--- src/rtl/scope_ui_pkg.sv ---
// Shared definitions for the scope user-interface blocks: arbiter states,
// draggable handle IDs, default handle values and a coordinate clamp helper.
package scope_ui_pkg;

    typedef enum logic [1:0] {
        IDLE     = 2'd0,
        DRAG     = 2'd1,
        COMMIT   = 2'd2,
        WAIT_REL = 2'd3
    } state_e;

    localparam logic [1:0] HID_TRIG_LEVEL = 2'd0;
    localparam logic [1:0] HID_TRIG_POS   = 2'd1;
    localparam logic [1:0] HID_CH1        = 2'd2;
    localparam logic [1:0] HID_CH2        = 2'd3;

    localparam int unsigned DEF_TRIG_LEVEL = 200;
    localparam int unsigned DEF_TRIG_POS   = 320;
    localparam int unsigned DEF_CH1_OFFSET = 120;
    localparam int unsigned DEF_CH2_OFFSET = 360;

    // Saturate a 12-bit cursor coordinate into a 10-bit handle range.
    function automatic logic [9:0] clamp_coord(input logic [11:0] v,
                                               input logic [9:0]  lo,
                                               input logic [9:0]  hi);
        if (v < {2'b00, lo}) begin
            return lo;
        end else if (v > {2'b00, hi}) begin
            return hi;
        end
        return v[9:0];
    endfunction

endpackage

--- src/rtl/drag_hit_test.sv ---
// Hit test for one handle: the cursor must lie within +/-1 of a fixed marker
// line on one axis and within +/-1 of the handle's current value on the other.
module drag_hit_test #(
    parameter int unsigned MARK = 0
) (
    input  logic [11:0] mark_coord_i,
    input  logic [11:0] track_coord_i,
    input  logic [9:0]  value_i,
    output logic        hit_o
);

    logic [12:0] mark_c;
    logic [12:0] mark_p;
    logic [12:0] track_c;
    logic [12:0] track_p;
    logic        mark_hit;
    logic        track_hit;

    assign mark_c  = 13'(MARK);
    assign mark_p  = {1'b0, mark_coord_i};
    assign track_c = {3'b000, value_i};
    assign track_p = {1'b0, track_coord_i};

    // Window is p+1 >= c && p <= c+1, so a centre of 0 yields [0,1] with no wrap.
    assign mark_hit  = (mark_p + 13'd1 >= mark_c) && (mark_p <= mark_c + 13'd1);
    assign track_hit = (track_p + 13'd1 >= track_c) && (track_p <= track_c + 13'd1);
    assign hit_o     = mark_hit && track_hit;

endmodule

--- src/rtl/mouse_drag_arbiter.sv ---
// Left-button drag arbiter for the four scope handles: grants one owner on
// press, tracks the cursor with clamping, commits on release, cancels on right-click.
module mouse_drag_arbiter
    import scope_ui_pkg::*;
#(
    parameter int unsigned TRIG_MARK_X    = 557,
    parameter int unsigned TPOS_MARK_Y    = 8,
    parameter int unsigned CH1_MARK_X     = 2,
    parameter int unsigned CH2_MARK_X     = 6,
    parameter int unsigned Y_MIN          = 0,
    parameter int unsigned Y_MAX          = 479,
    parameter int unsigned X_MIN          = 0,
    parameter int unsigned X_MAX          = 639,
    parameter int unsigned TRIG_LEVEL_RST = DEF_TRIG_LEVEL,
    parameter int unsigned TRIG_POS_RST   = DEF_TRIG_POS,
    parameter int unsigned CH1_RST        = DEF_CH1_OFFSET,
    parameter int unsigned CH2_RST        = DEF_CH2_OFFSET
) (
    input  logic        CLK_50MHZ,
    input  logic        MASTER_RST,
    input  logic [11:0] XCOORD,
    input  logic [11:0] YCOORD,
    input  logic        L_BUTTON,
    input  logic        R_BUTTON,
    output logic [8:0]  TRIG_LEVEL,
    output logic [9:0]  TRIG_POS,
    output logic [8:0]  CH1_OFFSET,
    output logic [8:0]  CH2_OFFSET,
    output logic        DRAG_ACTIVE,
    output logic [1:0]  DRAG_OWNER,
    output logic        COMMIT_REQ,
    output logic [1:0]  COMMIT_ID,
    input  logic        COMMIT_ACK
);

    localparam logic [9:0] Y_LO = 10'(Y_MIN);
    localparam logic [9:0] Y_HI = 10'(Y_MAX);
    localparam logic [9:0] X_LO = 10'(X_MIN);
    localparam logic [9:0] X_HI = 10'(X_MAX);

    state_e      state_q, state_d;
    logic        l_buf_q;
    logic [8:0]  trig_level_q, trig_level_d;
    logic [9:0]  trig_pos_q, trig_pos_d;
    logic [8:0]  ch1_q, ch1_d;
    logic [8:0]  ch2_q, ch2_d;
    logic [1:0]  owner_q, owner_d;
    logic [9:0]  saved_q, saved_d;
    logic        commit_req_q, commit_req_d;
    logic [1:0]  commit_id_q, commit_id_d;

    logic        l_rise;
    logic        l_fall;
    logic [3:0]  hit;
    logic [1:0]  winner;
    logic [9:0]  vals [4];
    logic [9:0]  cur_val;
    logic [9:0]  track_val;
    logic        wr_en;
    logic [9:0]  wr_val;

    assign l_rise = L_BUTTON & ~l_buf_q;
    assign l_fall = ~L_BUTTON & l_buf_q;

    assign vals[HID_TRIG_LEVEL] = {1'b0, trig_level_q};
    assign vals[HID_TRIG_POS]   = trig_pos_q;
    assign vals[HID_CH1]        = {1'b0, ch1_q};
    assign vals[HID_CH2]        = {1'b0, ch2_q};
    assign cur_val              = vals[owner_q];

    drag_hit_test #(.MARK(TRIG_MARK_X)) u_hit_trig_level (
        .mark_coord_i (XCOORD),
        .track_coord_i(YCOORD),
        .value_i      (vals[HID_TRIG_LEVEL]),
        .hit_o        (hit[0])
    );

    drag_hit_test #(.MARK(TPOS_MARK_Y)) u_hit_trig_pos (
        .mark_coord_i (YCOORD),
        .track_coord_i(XCOORD),
        .value_i      (vals[HID_TRIG_POS]),
        .hit_o        (hit[1])
    );

    drag_hit_test #(.MARK(CH1_MARK_X)) u_hit_ch1 (
        .mark_coord_i (XCOORD),
        .track_coord_i(YCOORD),
        .value_i      (vals[HID_CH1]),
        .hit_o        (hit[2])
    );

    drag_hit_test #(.MARK(CH2_MARK_X)) u_hit_ch2 (
        .mark_coord_i (XCOORD),
        .track_coord_i(YCOORD),
        .value_i      (vals[HID_CH2]),
        .hit_o        (hit[3])
    );

    // Lowest handle ID wins when several windows overlap.
    always_comb begin
        if (hit[0]) begin
            winner = HID_TRIG_LEVEL;
        end else if (hit[1]) begin
            winner = HID_TRIG_POS;
        end else if (hit[2]) begin
            winner = HID_CH1;
        end else begin
            winner = HID_CH2;
        end
    end

    assign track_val = (owner_q == HID_TRIG_POS) ? clamp_coord(XCOORD, X_LO, X_HI)
                                                 : clamp_coord(YCOORD, Y_LO, Y_HI);

    // NOTE: every signal assigned here gets a default first, so no path can infer a latch.
    always_comb begin
        state_d      = state_q;
        owner_d      = owner_q;
        saved_d      = saved_q;
        commit_req_d = commit_req_q;
        commit_id_d  = commit_id_q;
        trig_level_d = trig_level_q;
        trig_pos_d   = trig_pos_q;
        ch1_d        = ch1_q;
        ch2_d        = ch2_q;
        wr_en        = 1'b0;
        wr_val       = cur_val;

        case (state_q)
            IDLE: begin
                if (l_rise && (hit != 4'b0000)) begin
                    state_d = DRAG;
                    owner_d = winner;
                    saved_d = vals[winner];
                end
            end
            DRAG: begin
                if (R_BUTTON) begin
                    wr_en   = 1'b1;
                    wr_val  = saved_q;
                    state_d = L_BUTTON ? WAIT_REL : IDLE;
                end else if (l_fall) begin
                    if (cur_val != saved_q) begin
                        state_d      = COMMIT;
                        commit_req_d = 1'b1;
                        commit_id_d  = owner_q;
                    end else begin
                        state_d = IDLE;
                    end
                end else begin
                    wr_en  = 1'b1;
                    wr_val = track_val;
                end
            end
            COMMIT: begin
                if (COMMIT_ACK) begin
                    commit_req_d = 1'b0;
                    state_d      = IDLE;
                end
            end
            WAIT_REL: begin
                if (!L_BUTTON) begin
                    state_d = IDLE;
                end
            end
            default: state_d = IDLE;
        endcase

        if (wr_en) begin
            case (owner_q)
                HID_TRIG_LEVEL: trig_level_d = wr_val[8:0];
                HID_TRIG_POS:   trig_pos_d   = wr_val;
                HID_CH1:        ch1_d        = wr_val[8:0];
                default:        ch2_d        = wr_val[8:0];
            endcase
        end
    end

    // NOTE: sequential state uses non-blocking assignments so all registers update together.
    always_ff @(posedge CLK_50MHZ or posedge MASTER_RST) begin
        if (MASTER_RST) begin
            state_q      <= IDLE;
            l_buf_q      <= 1'b0;
            trig_level_q <= 9'(TRIG_LEVEL_RST);
            trig_pos_q   <= 10'(TRIG_POS_RST);
            ch1_q        <= 9'(CH1_RST);
            ch2_q        <= 9'(CH2_RST);
            owner_q      <= HID_TRIG_LEVEL;
            saved_q      <= '0;
            commit_req_q <= 1'b0;
            commit_id_q  <= HID_TRIG_LEVEL;
        end else begin
            state_q      <= state_d;
            l_buf_q      <= L_BUTTON;
            trig_level_q <= trig_level_d;
            trig_pos_q   <= trig_pos_d;
            ch1_q        <= ch1_d;
            ch2_q        <= ch2_d;
            owner_q      <= owner_d;
            saved_q      <= saved_d;
            commit_req_q <= commit_req_d;
            commit_id_q  <= commit_id_d;
        end
    end

    assign TRIG_LEVEL  = trig_level_q;
    assign TRIG_POS    = trig_pos_q;
    assign CH1_OFFSET  = ch1_q;
    assign CH2_OFFSET  = ch2_q;
    assign DRAG_ACTIVE = (state_q == DRAG);
    assign DRAG_OWNER  = owner_q;
    assign COMMIT_REQ  = commit_req_q;
    assign COMMIT_ID   = commit_id_q;

endmodule

--- config.mk ---
export PLATFORM = sky130hd
export DESIGN_NAME = mouse_drag_arbiter
export DESIGN_NICKNAME = d
export VERILOG_FILES = /design/src/rtl/scope_ui_pkg.sv /design/src/rtl/drag_hit_test.sv /design/src/rtl/mouse_drag_arbiter.sv
export SDC_FILE = /design/constraint.sdc
export NUM_CORES = 1
export LEC_CHECK = 0
export ABC_AREA = 1
export CORE_MARGIN = 10
export CORE_UTILIZATION = 60
export DETAILED_ROUTE_END_ITERATION = 16
export PLACE_DENSITY = 0.86
export SLEW_MARGIN = 20
export SYNTH_ARGS = -nofsm -noshare
export SYNTH_HDL_FRONTEND = slang
export SYNTH_SLANG_ARGS = --single-unit
--- constraint.sdc ---
create_clock -name CLK_50MHZ -period 8.6 [get_ports CLK_50MHZ]
set_clock_uncertainty 0.2 [all_clocks]
set_input_delay 1.72 -clock CLK_50MHZ [delete_from_list [all_inputs] [get_ports CLK_50MHZ]]
set_output_delay 1.72 -clock CLK_50MHZ [all_outputs]
set_load 0.02 [all_outputs]
==> flow_summary.toml, run 1 <==
[run_status]
status = "complete, no violations"

[yosys]
synth_warnings = 0
ys_seq_area_share_pct = 19.5
synth.top_cell.area_share_pct = 16.6
synth_edf_count = 0
yosys_most_used_dff = "dfrtp_1"
synth.largest_area_cell = "nand2_1"
synth_area_leaders = "nand2_1 17%, ha_1 16%, dfrtp_1 15%"
synth_async_sr_flop_share_pct = 100
ys_ff_latch = 55
synthDistinctLibCells = 44
syn_inst = 1120
synth_nets = 1238
synth_most_common_cell = "nand2_1"
avgSynthCellArea_sq_um = 6.37
synth_commonest_cells = "315 x nand2_1, 195 x inv_1, 94 x nand3_1"
syn_area_sq_um = 7130

[placement]
gp_congestion = 1.00
place_area_sq_um = 7910
dp.cells = 1319
place_ws_ps = 2470
numPortBuffers = 71
dp_hpwl_mm = 18.7

[sta]
grt_setup_unrepaired = "false"
fmax_ghz = 0.168
fin_crit_ps = 5940
final-max-slew-violation-count = 0
setup_violations = 0
maxSlewHeadroom_pct = 30.7
worst_slew_pin_slew_ps = 1040
hold_viol_final = 0
setup_ws_ps = 2660
finalSetupTns_ps = 0
post-route-period-util_pct = 69.1

[global_route]
antenna_found_initial = 0
grt_pass1_vias = 7125
met1_usage_pct = 34.2
grt_usage_pct = 28.0
gr-usage-met3_pct = 7.06
grtUsageMet2_pct = 46.1
grt_overflow_total = 0
busiest_layer = "met2"
grt_pass1_wl_mm = 37.4
grt_start_max_net_pins = 56

[floorplan]
die_area_sq_um = 16600
boundaryPins = 72
fp.dieH_um = 129
start_util_pct = 61.9
die_w_um = 129
row_count = 39
core_sq_um = 11500

[cells_and_area]
ff_latch_area_sq_um = 1390
synthToLayoutAreaGrowth_pct = 13.3
layout-drive-gt1-share_pct = 6.76
antenna_cells = 0
final_cells = 1327
nets = 1301
finalInstanceArea_sq_um = 8080
fill_cells = 998
multi_input_area_sq_um = 4870

[setup_path]
start_kind = "input pin"
crit_chain = "clkdlybuf4s50_1 -> ha_1 -> nand2_1 -> nor2_2 -> nand3_1 -> nand2_1 -> inv_1 -> ha_1 -> nand2_1 -> nor2_1 -> nand3_1 -> nand2_1 -> nor2_1 -> nand3_1 -> nor2_2 -> nor2_2 -> nand2_2 -> nand2_2 -> nor2_4 -> nor3_2 -> nand3_1 -> nand2_1 -> inv_1"
cp-end-kind = "flip-flop"
critPathTopFamily = "simple AND/OR/NAND/NOR gates"
crit_path_start = "YCOORD[1]"
cp.arrival_ps = 5930
cp.buffers_inverters = 3
crit-reg2reg-launch = "TRIG_LEVEL[2]$_DFFE_PP0P_"
cp_slowest_cell = "clkdlybuf4s50_1"
max_stage_delay_ps = 730
rrSetupSlack_ps = 3770
reg2reg_depth = 21
cp_data_required_time_ps = 8590
crit_type = "in -> reg"
cpMostUsedCell = "nand2_1"
crit_fanout = 29
r2r_end = "saved_q[6]$_DFFE_PP0P_"

[cts]
cts_tree = "built"
cts_buffer_depth = 2
postCtsHoldBufs = 0
clkSinkCount = 55
h-tree-depth = 2
cts_setup_buffers = 0
numCtsBuffers = 5
cts-root-buf = "clkbuf_16"
cts.repair.resized = 0
path_clk_slew_ps = 70
clk_latency_ps = 300

[routing]
drt-initial-drc-count = 944
route.antenna.remaining_nets = 0
drtPass1Iterations = 6
routedWlPerCell_um = 17.9
wirelength_mm = 23.7
viasPerCell = 5.83
dr_total_vias = 7732
drcViolationCount = 0

[power_and_ir_drop]
vdd_drop_max_mv = 0.192
power_density_nw_per_um2 = 278
power_leakage_nw = 4.28

[min_path]
hp-class = "reg -> reg"
hp-start = "COMMIT_REQ$_DFFE_PP0P_"
hold_end = "COMMIT_REQ$_DFFE_PP0P_"
holdPathStages = 2

[run]
maxCapViolCount = 0
sequential cells by signal, indices dropped and copies added (netlist names):
name,cells
CH1_OFFSET,9
CH2_OFFSET,9
COMMIT_ID,2
COMMIT_REQ,1
DRAG_OWNER,2
TRIG_LEVEL,9
TRIG_POS,10
l_buf_q,1
saved_q,10
state_q,2
worst reg2reg max path, stage by stage (launching register included):
cell and delay, ps:
dfrtp_1 530, inv_1 130, nor3_1 350, inv_1 80, nor3_1 250, inv_1 90
nor3_1 190, nand2_1 100, ha_1 330, nand3_1 80, nor3_1 230, nand4_1 200
nand2_1 110, nand2_1 60, nor2_2 130, nand2_2 380, nand2_2 410, nor2_4 80
nor3_2 500, nand3_1 130, nand2_1 110, inv_1 50
layout make-up:
class | count | share of cell area, %
clock buffer | 6 | 1.60
clock inverter | 2 | 0.465
inverter | 201 | 9.34
multi-input combinational | 848 | 60.2
sequential | 55 | 17.2
tap | 143 | 2.22
timing repair buffer | 72 | 8.89
worst max-delay path by stage:
stage / end / slack [ps] / cells after the start
detailed placement: saved_q[0]$_DFFE_PP0P_ / 2470 / 23
global placement: saved_q[1]$_DFFE_PP0P_ / 2600 / 23
CTS: saved_q[6]$_DFFE_PP0P_ / 2760 / 23
finish: saved_q[6]$_DFFE_PP0P_ / 2660 / 23
global route: saved_q[3]$_DFFE_PP0P_ / 2290 / 23
floorplan: saved_q[7]$_DFFE_PP0P_ / 4400 / 24
stage by stage:
step / utilization (%) / total power, mW / hold slack [ps]
global route: 70.1 / 2.42 / 329
finish: 70.1 / 2.25 / 297
detailed placement: 68.7 / 1.97 / 288
floorplan: - / 1.43 / 249
global placement: 68.7 / 1.93 / 268
CTS: 70.1 / 2.21 / 307
cells in the final DEF, fill, tap and decap left out, types with 16 or more instances in the layout:
master and instances:
nand2_1 315, inv_1 194, nand3_1 94, ha_1 89, nor2_1 80, clkdlybuf4s50_1 71
o21ai_0 65, dfrtp_1 42, a21oi_1 35, xor2_1 31, nor3_1 16, nand4_1 16
kinds of logic (layout without fill, tap and decap cells):
logic type | after synthesis | in the layout | synth area share [%]
AO/OA/AOI/OAI | 140 | 140 | 11.1
XOR/XNOR | 35 | 35 | 4.30
adder cells (fa/ha/maj) | 89 | 89 | 15.6
buffers and inverters | 217 | 281 | 12.2
flip-flops | 55 | 55 | 19.5
AND/OR/NAND/NOR | 584 | 584 | 37.2
layer usage:
metal | share of wire [%] | wire (um) | vias up
met5 | 0 | 0 | -
met4 | 5.4 | 1290 | 0
met3 | 12 | 2730 | 118
met2 | 45 | 10600 | 460
met1 | 38 | 9110 | 3425
li1 | - | - | 3729
power by group:
group / switching (mW) / internal [mW] / leakage, nW / total (mW)
Combinational: 0.946 / 0.549 / 3.60 / 1.50
Clock: 0.0934 / 0.138 / 0.0771 / 0.231
Sequential: 0.155 / 0.365 / 0.605 / 0.520
Total: 1.19 / 1.05 / 4.28 / 2.25
No activity file was read; power rests on OpenSTA's default activity.
==> run 2, diff against run 1 <==
CORE_UTILIZATION = 54   (was 60)
PLACE_DENSITY = 0.82   (was 0.86)
clock period = 4.8 ns   (was 8.6 ns; I/O delays follow)
==> run 2 against run 1 <==
Power up 80%; final cell count up 3.5%; global-route usage down 0.69 points; clock-buffer cell count down 1; design area up 1.9%.
==> flow_summary.toml, run 2 (synthesis gave the netlist of run 1 again) <==
[sta]
fin_crit_ps = 4320
fmax_ghz = 0.231
finalSetupTns_ps = 0
hold_viol_final = 0
grt_setup_unrepaired = "false"
maxSlewHeadroom_pct = 35.5
setup_ws_ps = 475
setup_violations = 0
worst_slew_pin_slew_ps = 964
post-route-period-util_pct = 90.1
final-max-slew-violation-count = 0

[setup_path]
cp.arrival_ps = 4320
cp-end-kind = "flip-flop"
crit_type = "in -> reg"
cpMostUsedCell = "nand2_1"
start_kind = "input pin"
cp_slowest_cell = "clkdlybuf4s50_1"
crit_fanout = 12
critPathTopFamily = "simple AND/OR/NAND/NOR gates"
cp_data_required_time_ps = 4790
max_stage_delay_ps = 600
cp.buffers_inverters = 4

[routing]
viasPerCell = 5.71
drt-initial-drc-count = 902
drcViolationCount = 0
route.antenna.remaining_nets = 0
dr_total_vias = 7838
wirelength_mm = 25.4
drtPass1Iterations = 6
routedWlPerCell_um = 18.5

[cts]
path_clk_slew_ps = 70
cts_tree = "built"
h-tree-depth = 2
cts.repair.resized = 0
postCtsHoldBufs = 0
numCtsBuffers = 5
clk_latency_ps = 300
cts_setup_buffers = 0
clkSinkCount = 55
cts-root-buf = "clkbuf_16"
cts_buffer_depth = 2

[cells_and_area]
nets = 1318
synthToLayoutAreaGrowth_pct = 15.4
fill_cells = 1231
finalInstanceArea_sq_um = 8230
antenna_cells = 0
final_cells = 1373
layout_commonest_cell = "nand2_1"
layout-drive-gt1-share_pct = 8.24
final_cell_mix = "315 x nand2_1, 194 x inv_1, 94 x nand3_1"

[power_and_ir_drop]
vdd_drop_max_mv = 0.326
net-switching-power_mw = 2.19
sequentialPowerShare_pct = 23.1
power_density_nw_per_um2 = 492
clkPwrFrac_pct = 9.5
power_leakage_nw = 4.36
intPower_mw = 1.85
p_sw_share_pct = 54.2
finalPower_mw = 4.05
pwr-share-comb_pct = 67.4

[placement]
numPortBuffers = 71
place_area_sq_um = 8070
dp.cells = 1365
dp_hpwl_mm = 20.6
gp_congestion = 1.05
place_ws_ps = 241

[min_path]
hp-class = "reg -> reg"

[global_route]
antenna_found_initial = 0
grt_pass1_vias = 7344
grt_usage_pct = 27.3
grt_overflow_total = 0
grt_start_max_net_pins = 50
grt_pass1_wl_mm = 39.4

[floorplan]
row_count = 41
start_util_pct = 55.8
boundaryPins = 72
fp.dieH_um = 135
die_area_sq_um = 18200
core_sq_um = 12800
die_w_um = 135

[run_status]
status = "complete, no violations"

[run]
maxCapViolCount = 0
==> run 2: area by class of cell <==
cell class,count,area [sq um],area share [%]
sequential,55,1390,16.9
clock buffer,5,125,1.52
timing repair buffer,89,846,10.3
clock inverter,3,25.0,0.304
tap,172,215,2.62
multi-input combinational,848,4870,59.2
inverter,201,756,9.18
==> run 2: worst paths after layout <==
kind | startpoint | end | slack (ps) | cells after the start
setup / recovery | YCOORD[1] | saved_q[5]$_DFFE_PP0P_ | 480 | 25
hold / removal | COMMIT_REQ$_DFFE_PP0P_ | COMMIT_REQ$_DFFE_PP0P_ | 300 | 2
setup reg to reg | TRIG_LEVEL[2]$_DFFE_PP0P_ | saved_q[1]$_DFFE_PP0P_ | 700 | 22
hold reg to reg | COMMIT_REQ$_DFFE_PP0P_ | COMMIT_REQ$_DFFE_PP0P_ | 300 | 2
max in group asynchronous | MASTER_RST | TRIG_POS[6]$_DFFE_PP1P_ | 2770 | 3
min in group asynchronous | MASTER_RST | saved_q[2]$_DFFE_PP0P_ | 920 | 2
==> run 2: power groups by stage <==
stage | Combinational [mW] | Sequential (mW) | Clock [mW]
2_1_floorplan | 1.57 | 0.997 | 0
3_3_place_gp | 2.63 | 0.930 | 0
6_report | 2.73 | 0.937 | 0.383
4_1_cts | 2.70 | 0.923 | 0.381
5_1_grt | 3.02 | 0.950 | 0.403
3_5_place_dp | 2.68 | 0.927 | 0
==> run 2: tightest hold or removal path, stage by stage (launching register included) <==
cell and delay, ps:
dfrtp_1 350, nand2_1 60, nand2_1 60
==> run 2: stage by stage <==
stage               utilization (%)  hold slack (ps)
finish                         64.4              298
global route                   64.4              310
CTS                            64.4              295
detailed placement             63.2              274
global placement               63.2              266
floorplan                         -              249
==> run 2: metal layers <==
metal	wire length (um)	global-route usage, %
met3	2640	6.53
met2	11200	43.5
met5	0	0
met1	10300	34.4
met4	1200	12.0
